### config.mk
export PLATFORM = sky130hd
export DESIGN_NAME = maze_player_ctrl
export DESIGN_NICKNAME = d
export VERILOG_FILES = /design/src/rtl/maze_player_ctrl.sv
export SDC_FILE = /design/constraint.sdc
export NUM_CORES = 1
export LEC_CHECK = 0
export CORE_ASPECT_RATIO = 1.25
export CORE_MARGIN = 3
export CORE_UTILIZATION = 33
export DETAILED_ROUTE_END_ITERATION = 8
export GPL_ROUTABILITY_DRIVEN = 1
export PLACE_DENSITY = 0.7
export REMOVE_ABC_BUFFERS = 1
export SETUP_SLACK_MARGIN = 0.02
export SLEW_MARGIN = 30
export SYNTH_ARGS = -nofsm -noshare
export SYNTH_HDL_FRONTEND = slang
export SYNTH_SLANG_ARGS = --single-unit
export TNS_END_PERCENT = 20
### constraint.sdc
create_clock -name i_clk -period 2 [get_ports i_clk]
set_input_delay 0.3 -clock i_clk [delete_from_list [all_inputs] [get_ports i_clk]]
set_output_delay 0.3 -clock i_clk [all_outputs]
set_load 0.02 [all_outputs]
### src/rtl/maze_player_ctrl.sv
// Purpose : owns the player cell and the move score inside the 15x15 maze.
// Latency : request sampled at edge N; position and score update at edge N+2.
// Backpr. : no queueing; requests that arrive while busy or after the win are dropped.
//
// Ports:
//   i_clk, i_reset            clock, asynchronous active-high reset
//   i_up/i_down/i_left/i_right one-cycle move requests (priority up > down > left > right)
//   o_wall_row, o_wall_col    wall-store read address (always the player cell)
//   i_wall_bits               walls of the addressed cell, one cycle after the address
//                             {top, right, bottom, left}, 1 = wall
//   o_player_row/o_player_col current player cell
//   o_score                   successful moves, saturating at SCORE_MAX
//   o_busy                    high while a request is being evaluated
//   o_moved                   one-cycle pulse after a successful move
//   o_finished                high once the goal cell is reached
module maze_player_ctrl #(
   parameter int ROWS      = 15,
   parameter int COLS      = 15,
   parameter int START_ROW = 14,
   parameter int START_COL = 0,
   parameter int GOAL_ROW  = 0,
   parameter int GOAL_COL  = 14,
   parameter int SCORE_W   = 10,
   parameter int SCORE_MAX = 999
) (
   input  logic               i_clk,
   input  logic               i_reset,
   input  logic               i_up,
   input  logic               i_down,
   input  logic               i_left,
   input  logic               i_right,
   output logic [3:0]         o_wall_row,
   output logic [3:0]         o_wall_col,
   input  logic [3:0]         i_wall_bits,
   output logic [3:0]         o_player_row,
   output logic [3:0]         o_player_col,
   output logic [SCORE_W-1:0] o_score,
   output logic               o_busy,
   output logic               o_moved,
   output logic               o_finished
);

   localparam logic [3:0]         LAST_ROW  = 4'(ROWS - 1);
   localparam logic [3:0]         LAST_COL  = 4'(COLS - 1);
   localparam logic [3:0]         RST_ROW   = 4'(START_ROW);
   localparam logic [3:0]         RST_COL   = 4'(START_COL);
   localparam logic [3:0]         WIN_ROW   = 4'(GOAL_ROW);
   localparam logic [3:0]         WIN_COL   = 4'(GOAL_COL);
   localparam logic [SCORE_W-1:0] SCORE_SAT = SCORE_W'(SCORE_MAX);

   typedef enum logic [1:0] {IDLE, WAIT, CHECK, WON} state_t;
   typedef enum logic [1:0] {DIR_UP, DIR_DOWN, DIR_LEFT, DIR_RIGHT} dir_t;

   state_t             r_state;
   dir_t               r_dir;
   logic [3:0]         r_row;
   logic [3:0]         r_col;
   logic [SCORE_W-1:0] r_score;
   logic               r_busy;
   logic               r_moved;
   logic               r_finished;

   logic               w_blocked;
   logic [3:0]         w_step_row;
   logic [3:0]         w_step_col;
   logic [3:0]         w_dest_row;
   logic [3:0]         w_dest_col;
   logic               w_at_goal;
   logic [SCORE_W-1:0] w_score_inc;
   logic               w_any_req;

   // A move is blocked by its wall bit or by the grid edge; the edge check
   // protects against a wall store that leaves the outer border open.
   always_comb begin
      w_blocked  = 1'b1;
      w_step_row = r_row;
      w_step_col = r_col;
      case (r_dir)
         DIR_UP: begin
            w_blocked  = i_wall_bits[3] || (r_row == 4'd0);
            w_step_row = r_row - 4'd1;
         end
         DIR_DOWN: begin
            w_blocked  = i_wall_bits[1] || (r_row == LAST_ROW);
            w_step_row = r_row + 4'd1;
         end
         DIR_LEFT: begin
            w_blocked  = i_wall_bits[0] || (r_col == 4'd0);
            w_step_col = r_col - 4'd1;
         end
         DIR_RIGHT: begin
            w_blocked  = i_wall_bits[2] || (r_col == LAST_COL);
            w_step_col = r_col + 4'd1;
         end
         default: w_blocked = 1'b1;
      endcase
   end

   assign w_dest_row  = w_blocked ? r_row : w_step_row;
   assign w_dest_col  = w_blocked ? r_col : w_step_col;
   assign w_at_goal   = (w_dest_row == WIN_ROW) && (w_dest_col == WIN_COL);
   assign w_score_inc = (r_score >= SCORE_SAT) ? r_score : r_score + 1'b1;
   assign w_any_req   = i_up || i_down || i_left || i_right;

   always_ff @(posedge i_clk or posedge i_reset) begin
      if (i_reset) begin
         r_state    <= IDLE;
         r_dir      <= DIR_UP;
         r_row      <= RST_ROW;
         r_col      <= RST_COL;
         r_score    <= '0;
         r_busy     <= 1'b0;
         r_moved    <= 1'b0;
         r_finished <= 1'b0;
      end else begin
         r_moved <= 1'b0;
         case (r_state)
            IDLE: begin
               if (w_any_req) begin
                  // Only the highest-priority simultaneous request survives.
                  r_dir   <= i_up   ? DIR_UP   :
                             i_down ? DIR_DOWN :
                             i_left ? DIR_LEFT : DIR_RIGHT;
                  r_busy  <= 1'b1;
                  r_state <= WAIT;
               end
            end
            // Address is already stable; this cycle covers the read latency.
            WAIT: r_state <= CHECK;
            CHECK: begin
               r_busy <= 1'b0;
               if (!w_blocked) begin
                  r_row   <= w_dest_row;
                  r_col   <= w_dest_col;
                  r_score <= w_score_inc;
                  r_moved <= 1'b1;
               end
               if (w_at_goal) begin
                  r_finished <= 1'b1;
                  r_state    <= WON;
               end else begin
                  r_state <= IDLE;
               end
            end
            WON: r_state <= WON;
            default: r_state <= IDLE;
         endcase
      end
   end

   // Read address follows the position registers so the next request sees the new cell.
   assign o_wall_row   = r_row;
   assign o_wall_col   = r_col;
   assign o_player_row = r_row;
   assign o_player_col = r_col;
   assign o_score      = r_score;
   assign o_busy       = r_busy;
   assign o_moved      = r_moved;
   assign o_finished   = r_finished;

endmodule

Word level (Yosys, flattened, before mapping)
Cells that the tools add are included.

word-level totals
  output and inout bits = 29
  RAM bits = 0
  input bits = 10
  logic and storage cells = 60
  register bits after elaboration = 25
  memory bits (read-only) = 0
  memories = 0
  bits in latches = 0

operators by class
  divide/modulo/power cells = 0
  bitwise gates (word level) = 2
  multiplexer cells = 15
  eq/ne operators = 10
  shift operators = 0
  reductions and logical operators = 19
  $add $sub $neg = 5
  $lt $le $gt $ge = 1
  multiply operators = 0

operators with widths
  kind                                                                 count
  4-bit one-hot mux with 2 select lines                                2
  4-bit == test (second input constant)                                3
  4-bit logical NOT                                                    3
  10-bit by 1-bit adder with 10-bit output (second input constant)     1
  10-bit >= comparator (second input constant)                         1
  4-bit by 1-bit adder with 4-bit output (second input constant)       2
  2-bit == test (second input constant)                                4
  2-bit two-way mux                                                    4
  4-bit two-way mux                                                    2
  2-bit one-hot mux with 4 select lines                                1
  2-bit AND reduction                                                  4
  4-bit by 1-bit subtractor with 4-bit output (second input constant)  2
  1-bit logical OR                                                     7
  2-bit by 1-bit == test with 1-bit output (second input constant)     2
  2-bit logical NOT                                                    2
  1-bit two-way mux                                                    4
  1-bit one-hot mux with 4 select lines                                1
  3-bit AND reduction                                                  1
  2-bit != test (second input constant)                                1
  1-bit NOT                                                            2
  1-bit one-hot mux with 2 select lines                                1
  2-bit nonzero test                                                   1
  1-bit logical AND                                                    1

Longest topological paths before layout
Gate-level depths: netlist (run 1).

  word-level depth = 8
  gate-level depth with buffers = 10
  mapped depth without buffers = 9

Worst setup path before layout (run 1)
No wires, ideal clock.

  kind = register to register
  from = register r_col[0] (netlist: o_player_col[0])
  to = register r_state[0]
  clock period less this slack = 2259 ps
  data required time = 1848 ps
  library setup time = 152 ps
  stages on the path, launching flop included = 7
  setup slack = -259 ps
  data arrival time = 2107 ps
  buffers on the path = 0
  cells stage by stage = dfrtp_1 -> or4_4 -> a32oi_4 -> mux2_4 -> a32o_2 -> nand4_1 -> nand3_1

on the way
  cells in the longest elaborated chain, start to end = 8
  elaborated cells on any way between the ends = 15
  those cells by class = 2 x add/sub; 2 x eq/ne; 6 x mux; 5 x reduce/logical

RTL lines
  item                                                                            RTL line  RTL
  start: declaration                                                              57        logic [3:0] r_col;
  start signal: assignment                                                        134       r_col <= w_dest_col;
  branches (longest 5 deep; another with 4-bit by 1-bit adder with 4-bit output)  n/a
  1-bit logical AND *                                                             101       assign w_at_goal = (w_dest_row == WIN_ROW) && (w_dest_col == WIN_COL);
  2-bit two-way mux *                                                             138       if (w_at_goal) begin
  2-bit one-hot mux with 4 select lines *                                         117       case (r_state)
  end signal: assignment                                                          107       r_state <= IDLE;
  end signal: assignment                                                          140       r_state <= WON;
  end signal: assignment                                                          142       r_state <= IDLE;
  end: declaration                                                                54        state_t r_state;

Every way passes the cells marked *.
A chain may end at the register's enable or synchronous reset.

Worst setup path in the final report (run 1)
  from = register r_col[1] (netlist: o_player_col[1])
  to = register r_state[0]

Same word-level chain as after synthesis.

==> Implementation_results.wiki, run 1 <==
{| class="wikitable"
! Metric !! Value
|-
| Die footprint || 0.00577 mm^2
|-
| Layout overhead on the synthesized area || 46.9%
|-
| Share of final-layout standard cells stronger than drive strength 1 || 32.6%
|-
| Routability congestion estimate || 0.801
|-
| Commonest cells after routing, fill and taps aside || sky130_fd_sc_hd__clkdlybuf4s50_1, sky130_fd_sc_hd__buf_4, sky130_fd_sc_hd__dfrtp_1
|-
| Post-synthesis cell area || 0.00161 mm^2
|-
| Total clock buffers created by CTS || 3
|-
| Clock Latency Late Sink || 0.26 ns
|-
| Area of combinational cells with multiple inputs || 938 um^2
|-
| Class of the worst hold path || in2async
|-
| DRC violation count after routing || 0
|-
| Yosys synthesis warning count || 0
|-
| Count of state elements after synthesis || 25
|-
| WP data arrival || 2.25 ns
|-
| IO Port Bufs || 38
|-
| Hold Vio Cnt, Final || 0
|-
| Number of fill cells || 419
|-
| Leakage component of the power || 1.02 nW
|-
| Number of max-cap violations || 0
|-
| Most instantiated flip-flop cell in the synthesis netlist || sky130_fd_sc_hd__dfrtp_1
|-
| Clock tree buffer depth || 2
|-
| Count of distinct cell types in the synthesized netlist || 54
|-
| Count of routing violations after the opening detailed-route iteration || 37
|-
| Setup slack after layout || -0.0900 ns
|-
| Number of search-and-repair iterations in the first detailed-routing pass || 4
|-
| Finished Layout Cells || 276
|-
| Setup repair after global routing missed its margin || yes
|-
| Total grt overflow || 0
|-
| FFs w/ async S/R, synth || 100%
|-
| Actual transition at the worst max-transition pin || 0.392 ns
|-
| Initial antenna violation count || 0
|-
| Number of pins exceeding their max-slew limit in the final report || 0
|-
| Worst Path Class, Setup || reg2reg
|-
| Clock Skews || 0.00111 ns
|-
| Ant diodes || 0
|-
| Rel. slew slack || 73.8%
|-
| Total number of clock tree sinks || 25
|-
| Placed Instances || 270
|-
| Commonest non-fill, non-tap cell in the layout || sky130_fd_sc_hd__clkdlybuf4s50_1
|-
| Highest achievable clock rate || 478 MHz
|-
| Post-placement cell area || 0.00222 mm^2
|-
| Power density over the cells || 1660 mW/mm^2
|-
| Number of top-level pins || 39
|-
| TritonCTS clock tree || built
|-
| Core area || 0.00456 mm^2
|-
| Routed wire length || 3.72 mm
|-
| Overall die height || 84.2 um
|-
| Average instance area after synthesis || 10.5 um^2
|-
| Data required time at the worst endpoint || 2.16 ns
|-
| Final min period || 2.09 ns
|-
| Pin count of the biggest net entering global routing || 26
|-
| Vias/cell || 5.05
|-
| Number of nets still failing antenna checks after routing || 0
|-
| FF/Latch Area || 632 um^2
|-
| Run status || complete, but fails checks
|-
| Capturing element type of the critical path || flop
|-
| Root buf cell || sky130_fd_sc_hd__clkbuf_8
|-
| Clock-pin slew on the worst setup and hold paths || 0.09 ns
|-
| VDD IR-drop max || 722 uV
|-
| Violated checks || setup timing
|-
| Cells after Synth || 153
|-
| First-pass GRT wire length || 6.15 mm
|-
| Share of the yosys chip area belonging to registers || 39.0%
|-
| Post-synth EDFFs || 0
|-
| Crit path launch type || flop
|-
| Starting density of the core || 35.4%
|-
| Path depth of the worst reg2reg path || 6
|-
| Cts-stage hold buffer count || 0
|-
| Horizontal die dimension || 68.5 um
|-
| Crit Path Max Fanout || 2
|-
| HPWL reported at the end of detailed placement || 2.89 mm
|-
| Via count of the routed design || 1395
|-
| Post-Place Setup Slack || -0.177 ns
|-
| Fin nets || 236
|-
| Area of all placed cells without fillers || 0.00237 mm^2
|-
| Vias in the first global route || 1389
|-
| Final routed wire length divided by cell count || 13.5 um
|-
| Total global-route track usage || 13.8%
|-
| Period utilisation layout || 105%
|-
| Standard-cell rows || 27
|-
| Total of endpoints with negative setup slack in the final report || 3
|-
| Number of levels the H-tree was split into || 1
|}
## layer usage
| layer | global-route usage (%) | wire [um] |
|---|---|---|
| met1 | 16.0 | 1520 |
| met2 | 24.9 | 1980 |
| met3 | 2.28 | 168 |
| met4 | 4.34 | 48 |
| met5 | 0 | 0 |
## layout make-up
type                            instances  area share, %
Multi-Input combinational cell        108           39.6
Timing Repair Buffer                   72           27.3
Sequential cell                        25           26.7
Tap cell                               58           3.06
Clock buffer                            3           1.74
Inverter                                9           1.43
Clock inverter                          1          0.211
## kinds of logic after synthesis
| family | Yosys count | synth area share, % |
|---|---|---|
| AOI/OAI and AO/OA | 25 | 13.7 |
| adders and majority gates | 7 | 6.36 |
| buffers and inverters | 20 | 7.45 |
| DFF | 25 | 39.0 |
| and+or+nand+nor | 55 | 19.9 |
| xor gates and xnor gates | 16 | 9.62 |
| muxes | 5 | 3.88 |
## power breakdown
group	leakage [nW]	internal, W	switching [W]	total [W]
registers	0.312	0.000709	0.000175	0.000884
clock network	0.0255	0.000139	0.000159	0.000299
logic	0.685	0.00144	0.00130	0.00274
## metrics by stage
step | utilization [%] | total power [W] | TNS (ns) | hold WS, ns
6_report | 52.0 | 0.00393 | -0.237 | 0.377
5_1_grt | 52.0 | 0.00423 | -1.26 | 0.400
4_1_cts | 50.2 | 0.00380 | -0.207 | 0.390
3_5_place_dp | 48.7 | 0.00340 | -1.85 | 0.458
3_3_place_gp | 48.7 | 0.00335 | -1.80 | 0.474
2_1_floorplan | - | 0.00225 | -1.07 | 0.325
## state kept, by name (all words and copies together) (netlist names)
signal        cells
o_moved           1
o_busy            1
o_score          10
o_player_row      4
o_player_col      4
o_finished        1
r_dir             2
r_state           2
## synth_stat cells (all sizes together) (2+ instances only)
cell type | instances | area share, %
dfrtp | 22 | 34
nand2 | 13 | 3.0
xnor2 | 12 | 6.5
buf | 11 | 5.4
inv | 9 | 2.1
nor2 | 8 | 1.9
nand4 | 6 | 2.3
ha | 5 | 3.9
mux2 | 4 | 3.0
or2 | 4 | 1.7
a21oi | 3 | 0.93
dfstp | 3 | 4.9
nand3 | 3 | 0.93
nor3b | 3 | 1.7
xor2 | 3 | 1.6
a211oi | 2 | 1.7
a22oi | 2 | 0.93
a32o | 2 | 1.3
and3 | 2 | 0.78
fa | 2 | 2.5
nand2b | 2 | 0.78
nand4b | 2 | 1.1
nor2b | 2 | 0.78
o2111ai | 2 | 1.1
o21a | 2 | 0.93
o21ai | 2 | 0.62
o31ai | 2 | 0.93
or2b | 2 | 0.93
or4 | 2 | 1.2
## final timing paths
kind	from	to	slack [ns]
hold / removal	i_reset	o_score[0]	0.38
min in group i_clk	o_finished	o_finished	0.49
max in group asynchronous	i_reset	o_player_row[3]	1.33
setup / recovery	o_player_col[1]	r_state[0]	-0.09
setup reg to reg	o_player_col[1]	r_state[0]	-0.09
hold reg to reg	o_finished	o_finished	0.49
## timing repair
action                                  CTS  global route
setup buffers                             0             2
pin swaps                                 5             7
resized for setup                         6            13
endpoints found under the setup margin   11            17
## worst max-delay path: stages, from the launching register on
cell,delay [ns]
sky130_fd_sc_hd__dfrtp_1,0.39
sky130_fd_sc_hd__or4_4,0.57
sky130_fd_sc_hd__a32oi_4,0.24
sky130_fd_sc_hd__mux2_4,0.33
sky130_fd_sc_hd__a32o_2,0.28
sky130_fd_sc_hd__nand4_1,0.11
sky130_fd_sc_hd__nand3_1,0.07
Note: power is estimated with default switching activity, not from simulation.
==> run 2, diff against run 1 <==
--- a/config.mk
+++ b/config.mk
@@ -10,6 +10,7 @@
 export CORE_UTILIZATION = 33
 export DETAILED_ROUTE_END_ITERATION = 8
 export GPL_ROUTABILITY_DRIVEN = 1
+export GPL_TIMING_DRIVEN = 0
 export PLACE_DENSITY = 0.7
 export REMOVE_ABC_BUFFERS = 1
 export SETUP_SLACK_MARGIN = 0.02
==> Implementation_results.wiki, run 2 (synthesized netlist as in run 1, its figures left out) <==
{| class="wikitable"
! Metric !! Value
|-
| Number of pins exceeding their max-slew limit in the final report || 0
|-
| Rel. slew slack || 64.7%
|-
| Switching power share of the total || 43.1%
|-
| Layout overhead on the synthesized area || 38.4%
|-
| Violated checks || setup timing
|-
| Die footprint || 0.00577 mm^2
|-
| Post-route setup TNS || -0.374 ns
|-
| Maximum cell stage delay along the critical path || 0.56 ns
|-
| Power density over the cells || 1640 mW/mm^2
|-
| Commonest cells after routing, fill and taps aside || sky130_fd_sc_hd__clkdlybuf4s50_1, sky130_fd_sc_hd__dfrtp_1, sky130_fd_sc_hd__buf_4
|-
| Cell internal pwr || 0.00209 W
|-
| First-pass GRT wire length || 6.08 mm
|-
| Worst Path Class, Setup || reg2reg
|-
| Area of combinational cells with multiple inputs || 927 um^2
|-
| Hold Vio Cnt, Final || 0
|-
| Number of fill cells || 438
|-
| TritonCTS clock tree || built
|-
| Finished Layout Cells || 258
|-
| Routed wire length || 3.65 mm
|-
| Total clock buffers created by CTS || 3
|-
| Total grt overflow || 0
|-
| Sequential cell fraction of total power || 27.7%
|-
| Core area || 0.00456 mm^2
|-
| Vias in the first global route || 1327
|-
| Initial antenna violation count || 0
|-
| Clock Latency Late Sink || 0.26 ns
|-
| Number of top-level pins || 39
|-
| Share of final-layout standard cells stronger than drive strength 1 || 29.0%
|-
| Starting density of the core || 35.4%
|-
| Fin nets || 218
|-
| HPWL reported at the end of detailed placement || 2.50 mm
|-
| WP data arrival || 2.25 ns
|-
| Routability congestion estimate || 0.800
|-
| Via count of the routed design || 1314
|-
| Chain of cells forming the critical path || or4_4, a32oi_4, mux2_4, a32o_2, nand4_1, nand3_1
|-
| Total of endpoints with negative setup slack in the final report || 5
|-
| Clock-pin slew on the worst setup and hold paths || 0.09 ns
|-
| Class of the worst hold path || in2async
|-
| Final min period || 2.12 ns
|-
| DRC violation count after routing || 0
|-
| Setup slack after layout || -0.122 ns
|-
| Worst path bufs/invs || 0
|-
| Actual transition at the worst max-transition pin || 0.525 ns
|-
| NetSw || 0.00158 W
|-
| Root buf cell || sky130_fd_sc_hd__clkbuf_8
|-
| Vias/cell || 5.09
|-
| Clock Skews || 0.00583 ns
|-
| Crit path launch type || flop
|-
| Clk pwr share || 8.1%
|-
| Leakage component of the power || 0.943 nW
|-
| Total number of clock tree sinks || 25
|-
| FF/Latch Area || 638 um^2
|-
| Commonest non-fill, non-tap cell in the layout || sky130_fd_sc_hd__clkdlybuf4s50_1
|-
| Setup repair after global routing missed its margin || yes
|-
| Run status || complete, but fails checks
|-
| IO Port Bufs || 38
|-
| Crit Path Max Fanout || 2
|-
| Highest achievable clock rate || 471 MHz
|-
| Period utilisation layout || 106%
|-
| Overall die height || 84.2 um
|-
| Standard-cell rows || 27
|-
| Largest delay contributor family on the critical path || simple AND/OR/NAND/NOR gates
|-
| Number of levels the H-tree was split into || 1
|-
| Clock tree buffer depth || 2
|-
| VDD IR-drop max || 603 uV
|-
| Capturing element type of the critical path || flop
|-
| Max FFs per register || 10
|-
| Placed Instances || 238
|-
| Ant diodes || 0
|-
| Number of max-cap violations || 0
|-
| Pin count of the biggest net entering global routing || 26
|-
| Number of search-and-repair iterations in the first detailed-routing pass || 4
|-
| CP max stage cell || sky130_fd_sc_hd__or4_4
|-
| Total global-route track usage || 13.3%
|-
| Post-Place Setup Slack || -0.455 ns
|-
| Combinational cell fraction of total power || 64.2%
|-
| Horizontal die dimension || 68.5 um
|-
| Number of nets still failing antenna checks after routing || 0
|-
| Data required time at the worst endpoint || 2.13 ns
|-
| Final routed wire length divided by cell count || 14.2 um
|-
| Count of routing violations after the opening detailed-route iteration || 67
|}
-- run 2: layout make-up --
| type | instances | share of cell area (%) |
|---|---|---|
| clock buffer | 4 | 2.02 |
| sequential | 25 | 28.6 |
| inverter | 9 | 1.63 |
| multi-input combinational | 108 | 41.5 |
| timing repair buffer | 54 | 23.0 |
| tap | 58 | 3.25 |
-- run 2: power by group through the flow --
stage	Combinational [W]	Clock (W)	Sequential, W
6_report	0.00236	0.000297	0.00102
5_1_grt	0.00257	0.000328	0.00105
4_1_cts	0.00225	0.000307	0.000998
3_5_place_dp	0.00190	0	0.00106
3_3_place_gp	0.00187	0	0.00105
2_1_floorplan	0.00102	0	0.00124
-- run 2: per-stage QoR --
stage	hold slack, ns	util [%]	instance area [um^2]	total power [W]
floorplan	0.325	-	1530	0.00225
global placement	0.476	43.4	1980	0.00292
detailed placement	0.463	43.4	1980	0.00295
CTS	0.495	47.7	2170	0.00356
global route	0.436	48.9	2230	0.00396
finish	0.388	48.9	2230	0.00367
-- run 2: final timing paths --
kind / to / cells past startpoint / from / slack (ns)
setup reg to reg: r_state[0] / 6 / o_player_col[1] / -0.12
min in group i_clk: o_finished / 1 / o_finished / 0.49
hold / removal: r_state[0] / 2 / i_reset / 0.39
setup / recovery: r_state[0] / 6 / o_player_col[1] / -0.12
max in group asynchronous: r_dir[1] / 2 / i_reset / 1.24
hold reg to reg: o_finished / 1 / o_finished / 0.49
-- run 2: worst register-to-register path, delay by kind of cell, from the launching register on --
| family | cells | cell delay, ns |
|---|---|---|
| AOI/OAI and AO/OA | 2 | 0.48 |
| and+or+nand+nor | 3 | 0.75 |
| DFF | 1 | 0.43 |
| muxes | 1 | 0.32 |
-- run 2: routing by layer --
metal / wire [um] / GRT usage [%] / up-vias
li1: - / - / 636
met1: 1560 / 16.5 / 652
met2: 1940 / 23.4 / 24
met3: 126 / 2.14 / 2
met4: 26 / 3.25 / 0
met5: 0 / 0 / -
-- run 2: what timing repair did --
item | 4_1_cts | 5_1_grt
resized for setup | 18 | 9
buffers inserted | 13 | 3
hold endpoints to repair | 0 | 0
pin swaps | 7 | 6
hold buffers | 0 | 0
setup endpoints to repair | 16 | 15
==> run 3, diff against run 2 <==
--- a/config.mk
+++ b/config.mk
@@ -7,11 +7,12 @@
 export LEC_CHECK = 0
 export CORE_ASPECT_RATIO = 1.25
 export CORE_MARGIN = 3
-export CORE_UTILIZATION = 33
+export CORE_UTILIZATION = 44
 export DETAILED_ROUTE_END_ITERATION = 8
 export GPL_ROUTABILITY_DRIVEN = 1
 export GPL_TIMING_DRIVEN = 0
-export PLACE_DENSITY = 0.7
+export HOLD_SLACK_MARGIN = 0.02
+export PLACE_DENSITY = 0.86
 export REMOVE_ABC_BUFFERS = 1
 export SETUP_SLACK_MARGIN = 0.02
 export SLEW_MARGIN = 30
==> Implementation_results.wiki, run 3 (synthesized netlist as in run 1, its figures left out) <==
{| class="wikitable"
! Metric !! Value
|-
| Initial antenna violation count || 0
|-
| Crit path launch type || flop
|-
| Total grt overflow || 0
|-
| Count of routing violations after the opening detailed-route iteration || 48
|-
| Crit Path Max Fanout || 3
|-
| Setup slack after layout || -0.163 ns
|-
| Standard-cell rows || 23
|-
| Hold Vio Cnt, Final || 0
|-
| VDD IR-drop max || 1310 uV
|-
| Post-Place Setup Slack || -0.530 ns
|-
| Horizontal die dimension || 60.2 um
|-
| Number of search-and-repair iterations in the first detailed-routing pass || 4
|-
| IO Port Bufs || 38
|-
| Setup repair after global routing missed its margin || yes
|-
| Post-route setup TNS || -0.627 ns
|-
| Global routing usage on met3 || 2.46%
|-
| Root buf cell || sky130_fd_sc_hd__clkbuf_8
|-
| Commonest non-fill, non-tap cell in the layout || sky130_fd_sc_hd__clkdlybuf4s50_1
|-
| Number of nets still failing antenna checks after routing || 0
|-
| Worst Path Class, Setup || reg2reg
|-
| Total number of clock tree sinks || 25
|-
| Number of fill cells || 251
|-
| Routed wire length || 4.13 mm
|-
| Global-route track usage on met2 || 35.5%
|-
| Clock tree buffer depth || 2
|-
| Number of max-cap violations || 0
|-
| Class of the worst hold path || in2async
|-
| Violated checks || setup timing
|-
| Final min period || 2.16 ns
|-
| Power density over the cells || 1720 mW/mm^2
|-
| Commonest cells after routing, fill and taps aside || sky130_fd_sc_hd__clkdlybuf4s50_1, sky130_fd_sc_hd__buf_4, sky130_fd_sc_hd__dfrtp_1
|-
| Gr busiest metal || met2
|-
| Number of top-level pins || 39
|-
| GR Util met1 || 25.1%
|-
| Total clock buffers created by CTS || 3
|-
| Vias in the first global route || 1387
|-
| Area of combinational cells with multiple inputs || 918 um^2
|-
| DRC violation count after routing || 0
|-
| Overall die height || 73.7 um
|-
| Run status || complete, but fails checks
|-
| TritonCTS clock tree || built
|-
| Max FFs per register || 10
|-
| Vias/cell || 5.76
|-
| WP data arrival || 2.29 ns
|-
| Data required time at the worst endpoint || 2.13 ns
|-
| Clock Skews || 0.00507 ns
|-
| Total global-route track usage || 20.2%
|-
| Final routed wire length divided by cell count || 17.2 um
|-
| HPWL reported at the end of detailed placement || 2.69 mm
|-
| Die footprint || 0.00443 mm^2
|-
| Ant diodes || 0
|-
| Capturing element type of the critical path || flop
|-
| Via count of the routed design || 1383
|-
| Clock Latency Late Sink || 0.27 ns
|-
| Clock-pin slew on the worst setup and hold paths || 0.09 ns
|-
| Total of endpoints with negative setup slack in the final report || 10
|-
| Layout overhead on the synthesized area || 37.5%
|-
| Area of all placed cells without fillers || 0.00222 mm^2
|-
| Starting density of the core || 47.9%
|-
| First-pass GRT wire length || 6.78 mm
|-
| Routability congestion estimate || 0.817
|-
| Pin count of the biggest net entering global routing || 26
|-
| Fin nets || 221
|-
| Leakage component of the power || 0.935 nW
|-
| Highest achievable clock rate || 462 MHz
|-
| Core area || 0.00337 mm^2
|-
| Period utilisation layout || 108%
|-
| Number of pins exceeding their max-slew limit in the final report || 0
|-
| Rel. slew slack || 64.2%
|-
| Number of levels the H-tree was split into || 1
|-
| FF/Latch Area || 637 um^2
|-
| Final Hold Slack || 0.379 ns
|-
| Actual transition at the worst max-transition pin || 0.532 ns
|-
| Post-placement cell area || 0.00195 mm^2
|-
| Share of final-layout standard cells stronger than drive strength 1 || 27.6%
|}
[run 3: cell count changes in the layout (fill, tap and decap cells not counted), sizes merged]
cell           before  now
clkinvlp            0    1
buf                16   19
clkbuf              4    3
clkdlybuf4s50      36   38
dlymetal6s2s        2    0
[run 3: through the flow]
stage	util, %	instances	total power (W)
floorplan	-	142	0.00225
global placement	58.0	217	0.00289
detailed placement	58.0	217	0.00298
CTS	64.0	235	0.00361
global route	65.8	240	0.00406
finish	65.8	240	0.00382
[run 3: path summary, 6_finish.rpt]
check,slack [ns],start,cells after the start,end
setup / recovery,-0.16,o_player_col[1],6,r_state[0]
hold / removal,0.38,i_reset,2,o_score[4]
setup reg to reg,-0.16,o_player_col[1],6,r_state[0]
hold reg to reg,0.48,o_busy,2,o_busy
max in group asynchronous,1.23,i_reset,2,o_player_row[0]
min in group i_clk,0.48,o_busy,2,o_busy
[run 3: final cells by class]
type,instances,area share [%]
Multi-Input combinational cell,108,41.4
Sequential cell,25,28.7
Timing Repair Buffer,57,23.9
Tap cell,37,2.09
Clock buffer,3,1.86
Inverter,9,1.64
Clock inverter,1,0.339
[run 3: critical path, cell delays in order, from the launching register on]
cell	delay (ns)
sky130_fd_sc_hd__dfrtp_2	0.43
sky130_fd_sc_hd__or4_4	0.55
sky130_fd_sc_hd__a32oi_4	0.23
sky130_fd_sc_hd__mux2_4	0.32
sky130_fd_sc_hd__a32o_2	0.27
sky130_fd_sc_hd__nand4_1	0.13
sky130_fd_sc_hd__nand3_1	0.10
[run 3: routing by layer]
layer	wire length, um	part of all wire, %	vias to the layer above
met5	0	0	-
met4	108	2.6	0
met3	197	4.8	14
met2	2240	54	41
met1	1590	38	690
li1	-	-	638
[run 3: timing repair]
item / in CTS / in global routing
buffers inserted: 14 / 5
hold buffers: 0 / 0
gates resized for setup: 17 / 7
endpoints found under the setup margin: 16 / 16
pin swaps: 10 / 6
[run 3: power by group]
group	switching, W	total (W)	leakage [nW]	internal, W
Sequential	0.000279	0.000996	0.307	0.000717
Clock	0.000165	0.000307	0.0217	0.000141
Combinational	0.00123	0.00252	0.606	0.00129
